`config.mk`:
```
export PLATFORM = sky130hd
export DESIGN_NAME = brq_mem_arbiter
export DESIGN_NICKNAME = d
export VERILOG_FILES = /design/src/rtl/brq_mem_arbiter.sv
export SDC_FILE = /design/constraint.sdc
export NUM_CORES = 1
export LEC_CHECK = 0
export ABC_AREA = 1
export BUFFER_PORTS_ARGS = -buffer_cell sky130_fd_sc_hd__buf_2
export CAP_MARGIN = 10
export CORE_ASPECT_RATIO = 1.4
export CORE_UTILIZATION = 31
export CTS_BUF_LIST = sky130_fd_sc_hd__clkbuf_8 sky130_fd_sc_hd__clkbuf_16
export DETAILED_ROUTE_END_ITERATION = 8
export GPL_ROUTABILITY_DRIVEN = 0
export HOLD_SLACK_MARGIN = 0.06
export PLACE_DENSITY = 0.56
export SLEW_MARGIN = 10
export SYNTH_ARGS = -nofsm -noshare
export SYNTH_HDL_FRONTEND = slang
export SYNTH_SLANG_ARGS = --single-unit
```
`constraint.sdc`:
```
create_clock -name brq_clk -period 1.7 [get_ports brq_clk]
set_input_delay 0 -clock brq_clk [delete_from_list [all_inputs] [get_ports brq_clk]]
set_output_delay 0 -clock brq_clk [all_outputs]
set_load 0.02 [all_outputs]
```
`src/rtl/brq_mem_arbiter.sv`:
```
// Single-port memory arbiter for Buraq-mini: shares one synchronous-read memory between fetch and load/store.
// Optional fetch starvation guard is built when BRQ_ARB_STARVE_GUARD_EN is defined.
module brq_mem_arbiter #(
    parameter int DataWidth   = 32,
    parameter int AddrWidth   = 15,
    parameter int StarveLimit = 4
) (
    input  logic                 brq_clk,
    input  logic                 brq_rst,
    input  logic                 inst_req,
    input  logic [AddrWidth-1:0] inst_addr,
    output logic                 inst_gnt,
    output logic                 inst_rvalid,
    output logic [DataWidth-1:0] inst_rdata,
    input  logic                 data_req,
    input  logic                 data_we,
    input  logic [3:0]           data_be,
    input  logic [AddrWidth-1:0] data_addr,
    input  logic [DataWidth-1:0] data_wdata,
    output logic                 data_gnt,
    output logic                 data_rvalid,
    output logic [DataWidth-1:0] data_rdata,
    output logic                 mem_en,
    output logic                 mem_we,
    output logic [3:0]           mem_be,
    output logic [AddrWidth-1:0] mem_addr,
    output logic [DataWidth-1:0] mem_wdata,
    input  logic [DataWidth-1:0] mem_rdata,
    output logic                 arb_stall
);

    localparam logic [1:0] RSP_NONE    = 2'd0;
    localparam logic [1:0] RSP_INST    = 2'd1;
    localparam logic [1:0] RSP_DATA_RD = 2'd2;
    localparam logic [1:0] RSP_DATA_WR = 2'd3;

    if (StarveLimit < 1 || StarveLimit > 15) begin : g_starve_limit_range
        $error("brq_mem_arbiter: StarveLimit must be in 1..15");
    end

    logic [1:0]           rsp_state_reg;
    logic [1:0]           rsp_state_next;
    logic [AddrWidth-1:0] addr_hold_reg;
    logic [DataWidth-1:0] wdata_hold_reg;
    logic [DataWidth-1:0] inst_rdata_reg;
    logic [DataWidth-1:0] data_rdata_reg;
    logic                 force_inst;
    logic                 data_gnt_int;
    logic                 inst_gnt_int;

`ifdef BRQ_ARB_STARVE_GUARD_EN
    localparam logic [3:0] STARVE_MAX = 4'(StarveLimit);

    logic [3:0] starve_cnt_reg;
    logic [3:0] starve_cnt_next;

    // Counts consecutive cycles where data won while fetch was waiting.
    assign force_inst = inst_req & data_req & (starve_cnt_reg == STARVE_MAX);

    always_comb begin
        starve_cnt_next = starve_cnt_reg;
        if (!inst_req || inst_gnt_int) begin
            starve_cnt_next = '0;
        end else if (data_gnt_int && (starve_cnt_reg != STARVE_MAX)) begin
            starve_cnt_next = starve_cnt_reg + 4'd1;
        end
    end

    always_ff @(posedge brq_clk or negedge brq_rst) begin
        if (!brq_rst) begin
            starve_cnt_reg <= '0;
        end else begin
            starve_cnt_reg <= starve_cnt_next;
        end
    end
`else
    assign force_inst = 1'b0;
`endif

    // Grants are masked while reset is asserted so no access leaks out.
    assign data_gnt_int = brq_rst & data_req & ~force_inst;
    assign inst_gnt_int = brq_rst & inst_req & ~data_gnt_int;

    assign data_gnt  = data_gnt_int;
    assign inst_gnt  = inst_gnt_int;
    assign arb_stall = inst_req & ~inst_gnt_int;

    always_comb begin
        mem_en    = data_gnt_int | inst_gnt_int;
        mem_we    = data_gnt_int & data_we;
        mem_be    = 4'h0;
        mem_addr  = addr_hold_reg;
        mem_wdata = wdata_hold_reg;
        if (data_gnt_int) begin
            mem_be    = data_be;
            mem_addr  = data_addr;
            mem_wdata = data_wdata;
        end else if (inst_gnt_int) begin
            mem_be   = 4'hF;
            mem_addr = inst_addr;
        end
    end

    always_comb begin
        rsp_state_next = RSP_NONE;
        if (data_gnt_int) begin
            rsp_state_next = data_we ? RSP_DATA_WR : RSP_DATA_RD;
        end else if (inst_gnt_int) begin
            rsp_state_next = RSP_INST;
        end
    end

    // Read data is forwarded from memory in the response cycle and kept afterwards.
    assign inst_rvalid = (rsp_state_reg == RSP_INST);
    assign data_rvalid = (rsp_state_reg == RSP_DATA_RD) || (rsp_state_reg == RSP_DATA_WR);
    assign inst_rdata  = inst_rvalid ? mem_rdata : inst_rdata_reg;
    assign data_rdata  = (rsp_state_reg == RSP_DATA_RD) ? mem_rdata : data_rdata_reg;

    always_ff @(posedge brq_clk or negedge brq_rst) begin
        if (!brq_rst) begin
            rsp_state_reg  <= RSP_NONE;
            addr_hold_reg  <= '0;
            wdata_hold_reg <= '0;
            inst_rdata_reg <= '0;
            data_rdata_reg <= '0;
        end else begin
            rsp_state_reg <= rsp_state_next;
            if (mem_en) begin
                addr_hold_reg  <= mem_addr;
                wdata_hold_reg <= mem_wdata;
            end
            if (rsp_state_reg == RSP_INST) begin
                inst_rdata_reg <= mem_rdata;
            end
            if (rsp_state_reg == RSP_DATA_RD) begin
                data_rdata_reg <= mem_rdata;
            end
        end
    end

endmodule

```
; After elaboration in Yosys (flattened, before gate mapping)
; Index checks and enable logic that the tools add are counted.
[op_classes]
eq_ne = 3
n_mux = 10
bitwise = 8
reduce_logical = 1
[ops]
columns = cell, count
row1 = $mux 32, 3
row2 = $mux 15, 2
row3 = $mux 4, 2
row4 = $and 1x1->1, 5
row5 = $eq 2x2->1 const B, 2
row6 = $eq 2x1->1 const B, 1
row7 = $mux 1, 2
row8 = $mux 2, 1
row9 = $not 1->1, 2
row10 = $logic_or 1x1->1, 1
row11 = $or 1x1->1, 1
[totals]
regBits = 113
out_inout_bits = 122
wordCells = 27

; Depth between registers and ports, before layout
[logic_depth]
depth_word = 5
ltp_mapped = 6
mapped_depth_nobuf = 4

; Worst setup path after synthesis
; Ideal clock, no wire load.
[synth_path]
path_type = flip-flop to flip-flop
start = register rsp_state_reg[1]
end = register inst_rdata_reg[10]
setup_time_ps = 186
arrival_ps = 1298
required_time_ps = 1514
path_slack_ps = 217
stages_incl_launch_ff = 6
period_less_slack_ps = 1483
path_cell_list = dfrtp_1 > inv_1 > nand2_1 > buf_6 > buf_2 > o21ai_0
[synth_between]
elab_chain_cells = 2
[synth_lines]
columns = element, line
row1 = from (decl), 41  ; logic [1:0] rsp_state_reg;
row2 = from (signal assigned), 127  ; rsp_state_reg <= rsp_state_next;
row3 = $eq 2x1->1, --
row4 = $mux 32, --
row5 = net inst_rdata[10], 14  ; output logic [DataWidth-1:0] inst_rdata,
row6 = to (signal assigned), 133  ; inst_rdata_reg <= mem_rdata;
row7 = to (decl), 45  ; logic [DataWidth-1:0] inst_rdata_reg;
; The timed path passes the listed nets, and every way through them passes these cells.
; A chain may end at the register's enable or synchronous reset.

; Worst setup path in the final report
[layout_path]
start = register rsp_state_reg[1]
end = output inst_rdata[1]
[layout_between]
elab_chain_cells = 2
[layout_lines]
columns = element, line
row1 = $eq 2x1->1, 114  ; assign inst_rvalid = (rsp_state_reg == RSP_INST);
row2 = $mux 32, --
row3 = to (decl), 14
; Every way passes these cells.

==> parameters.txt <==
Parameter                              Value

GRT
  GR Overflow Total    0
  Largest net degree at the start of global routing    70
  Global-route wire length before repair    23000 um
  Number of antenna violations at the first check in global routing    0
  Number of global-route vias before repair    4845
  Global Route Usage Sum    0.190

Synthesis
  Fraction of post-synthesis cell area in the top cell type by area    0.606
  Commonest register cell after synthesis    dfrtp_1
  Sequential area share after synthesis    0.606
  Number of nets in the synthesized netlist    634
  Distinct cells, synth    16
  Yosys top cell by area    dfrtp_1
  Netlist area before placement    4660 um2
  Library cell with the highest instance count after synthesis    nand2_1
  Mean instance size in the synthesized netlist    8.78 um2
  Count of flip-flops with a built-in enable after synthesis    0
  Synthesized instance count    531
  Ranking of synthesized cells by instance count    217 x nand2_1, 113 x dfrtp_1, 62 x o21ai_0
  Total of warnings raised by yosys    0
  Ranking of synthesized cells by area    dfrtp_1 61%, nand2_1 17%, o21ai_0 6.7%, nand3_1 4.8%, inv_1 3.1%
  Proportion of register bits with asynchronous set or reset after synthesis    1.00
  Register bit total from synthesis    113

Place
  Total half-perimeter wirelength after legalization and detailed placement    9310 um
  Input/output buffers    224
  Placed cell count    922

Critical path
  Worst Path Arrival    1.60 ns
  Critical setup path kind    reg -> out
  Worst Setup End Kind    output pin
  Required time worst endpoint    1.70 ns
  Crit path launch type    flop
  Largest fanout of any net on the critical path    51

Routing
  Post-detailed-route DRC marker count    0
  Count of vias placed by the detailed router    4721
  Routed Wire Length    14000 um
  Per-cell routed wire length    13.2 um
  Post-route antenna net violation count    0
  Drt initial violations    210
  Number of vias per cell    4.47
  First-pass detailed-route iteration total    4

Cells and area
  N_diodes    0
  Finished Layout Cells    1056
  Synth-to-layout area growth    62.4%
  Fraction of final layout cells sized beyond drive strength 1    0.309
  NumNets Final    957

Timing
  Final setup violating endpoints    0
  Worst relative slew slack    0.423
  Setup repair after global routing missed its margin    true
  Share of the clock period used by the worst path after layout    0.941
  Shortest clock period the worst path allows after layout    1.60 ns
  Clock skew after layout    0.00764 ns
  Maximum clock frequency    0.625 GHz
  Transition time at the pin with the least slew margin    0.866 ns
  Final Hold Viols    0
  Max-slew violation count    0

Floorplanning
  Floorplan die area    15500 um2
  Die Wd    106 um
  Die Height    147 um
  Count of pins on the block boundary    225
  Placeable Area    14600 um2
  Row count    52
  Effective utilization at floorplan    0.320

Clocking
  TritonCTS Buffers    17
  TritonCTS clock tree    yes
  Deepest clock path buffer count    2
  H-tree levels    4
  Root buf cell    clkbuf_16
  Clk pin slew, worst setup/hold paths    0.05 ns
  Sinks on Clock Net    113
  Clock insertion delay at the later pin of the skew report    0.41 ns

Power
  Max IR drop VDD    0.579 mV
  Total leakage power    4.29 nW
  Final Power    8.94 mW
  Power density of the placed cells    1180 nW/um2

Flow run
  Max cap viols    0

Min path
  Worst hold path class    in -> reg

Status
  Result of the run    complete, no violations
-- per-stage QoR --
stage	setup TNS, ns	hold slack (ns)	worst slack (ns)	cell area [um2]	utilization
floorplan	0	-0.296	0.217	4660	-
global placement	0	-0.159	0.311	5930	0.407
detailed placement	0	-0.154	0.267	5930	0.407
CTS	0	0.0618	0.0195	7540	0.517
global route	-0.0772	0.0977	-0.0164	7570	0.520
finish	0	0.0827	0.101	7570	0.520
-- power by group --
part / internal [mW] / leakage, nW / switching [mW]
clock network: 2.31 / 0.295 / 1.19
logic: 0.851 / 2.60 / 1.37
registers: 3.11 / 1.40 / 0.114
-- what timing repair did --
action / 4_1_cts / 5_1_grt
hold buffers: 102 / 0
buffers inserted: 0 / 0
endpoints found under the hold margin: 187 / 0
endpoints found under the setup margin: 2 / 41
resized for setup: 4 / 44
-- cell type report --
type / instances / area [um2]
sequential: 113 / 2830
tap: 189 / 236
fill: 1342 / 7000
timing repair buffer: 334 / 2260
multi-input combinational: 348 / 1510
inverter: 40 / 153
clock buffer: 18 / 439
clock inverter: 14 / 149
-- kinds of logic after synthesis --
| logic type | after synthesis | synth area share |
|---|---|---|
| DFF | 113 | 0.606 |
| and+or+nand+nor | 283 | 0.252 |
| buffers and inverters | 70 | 0.0724 |
| AOI/OAI and AO/OA | 65 | 0.0697 |
-- worst max-delay path: stages (launching register included) --
cell and delay, ns:
dfrtp_1 0.39, inv_1 0.07, nand2_2 0.07, buf_12 0.19
o21ai_0 0.25, buf_2 0.22
-- routing by layer --
| layer | up-vias | part of all wire | track usage |
|---|---|---|---|
| li1 | 2341 | - | - |
| met1 | 2165 | 0.42 | 0.212 |
| met2 | 194 | 0.49 | 0.331 |
| met3 | 21 | 0.073 | 0.0621 |
| met4 | 0 | 0.019 | 0.0750 |
| met5 | - | 0 | 0 |
-- final timing paths --
| check | startpoint | slack, ns | end | cells after the start |
|---|---|---|---|---|
| min | data_req | 0.08 | wdata_hold_reg[2] | 4 |
| min reg2reg | wdata_hold_reg[10] | 0.47 | wdata_hold_reg[10] | 2 |
| max in group asynchronous | brq_rst | 0.41 | data_rdata_reg[17] | 3 |
| max | rsp_state_reg[1] | 0.10 | inst_rdata[1] | 5 |
| max reg2reg | addr_hold_reg[5] | 0.45 | addr_hold_reg[5] | 3 |
| min in group asynchronous | brq_rst | 0.11 | addr_hold_reg[13] | 2 |
-- placed cells by master (no fill, tap or decap) --
master / synthesis / routed
buf_12: 0 / 2
buf_2: 13 / 214
buf_4: 9 / 14
buf_6: 3 / 1
buf_8: 0 / 1
bufinv_16: 0 / 3
clkbuf_16: 0 / 17
clkbuf_8: 0 / 1
clkinv_2: 0 / 5
clkinvlp_4: 0 / 3
dfrtp_1: 113 / 113
dlygate4sd3_1: 0 / 102
inv_1: 38 / 41
inv_2: 1 / 1
inv_4: 1 / 1
nand2_1: 217 / 216
nand2_2: 1 / 2
nand2_4: 2 / 2
nand3_1: 45 / 45
nand4_1: 15 / 15
nor2_1: 3 / 3
o21ai_0: 62 / 27
o21ai_1: 3 / 37
o21ai_2: 0 / 1
Note: power is estimated with default switching activity, not from simulation.
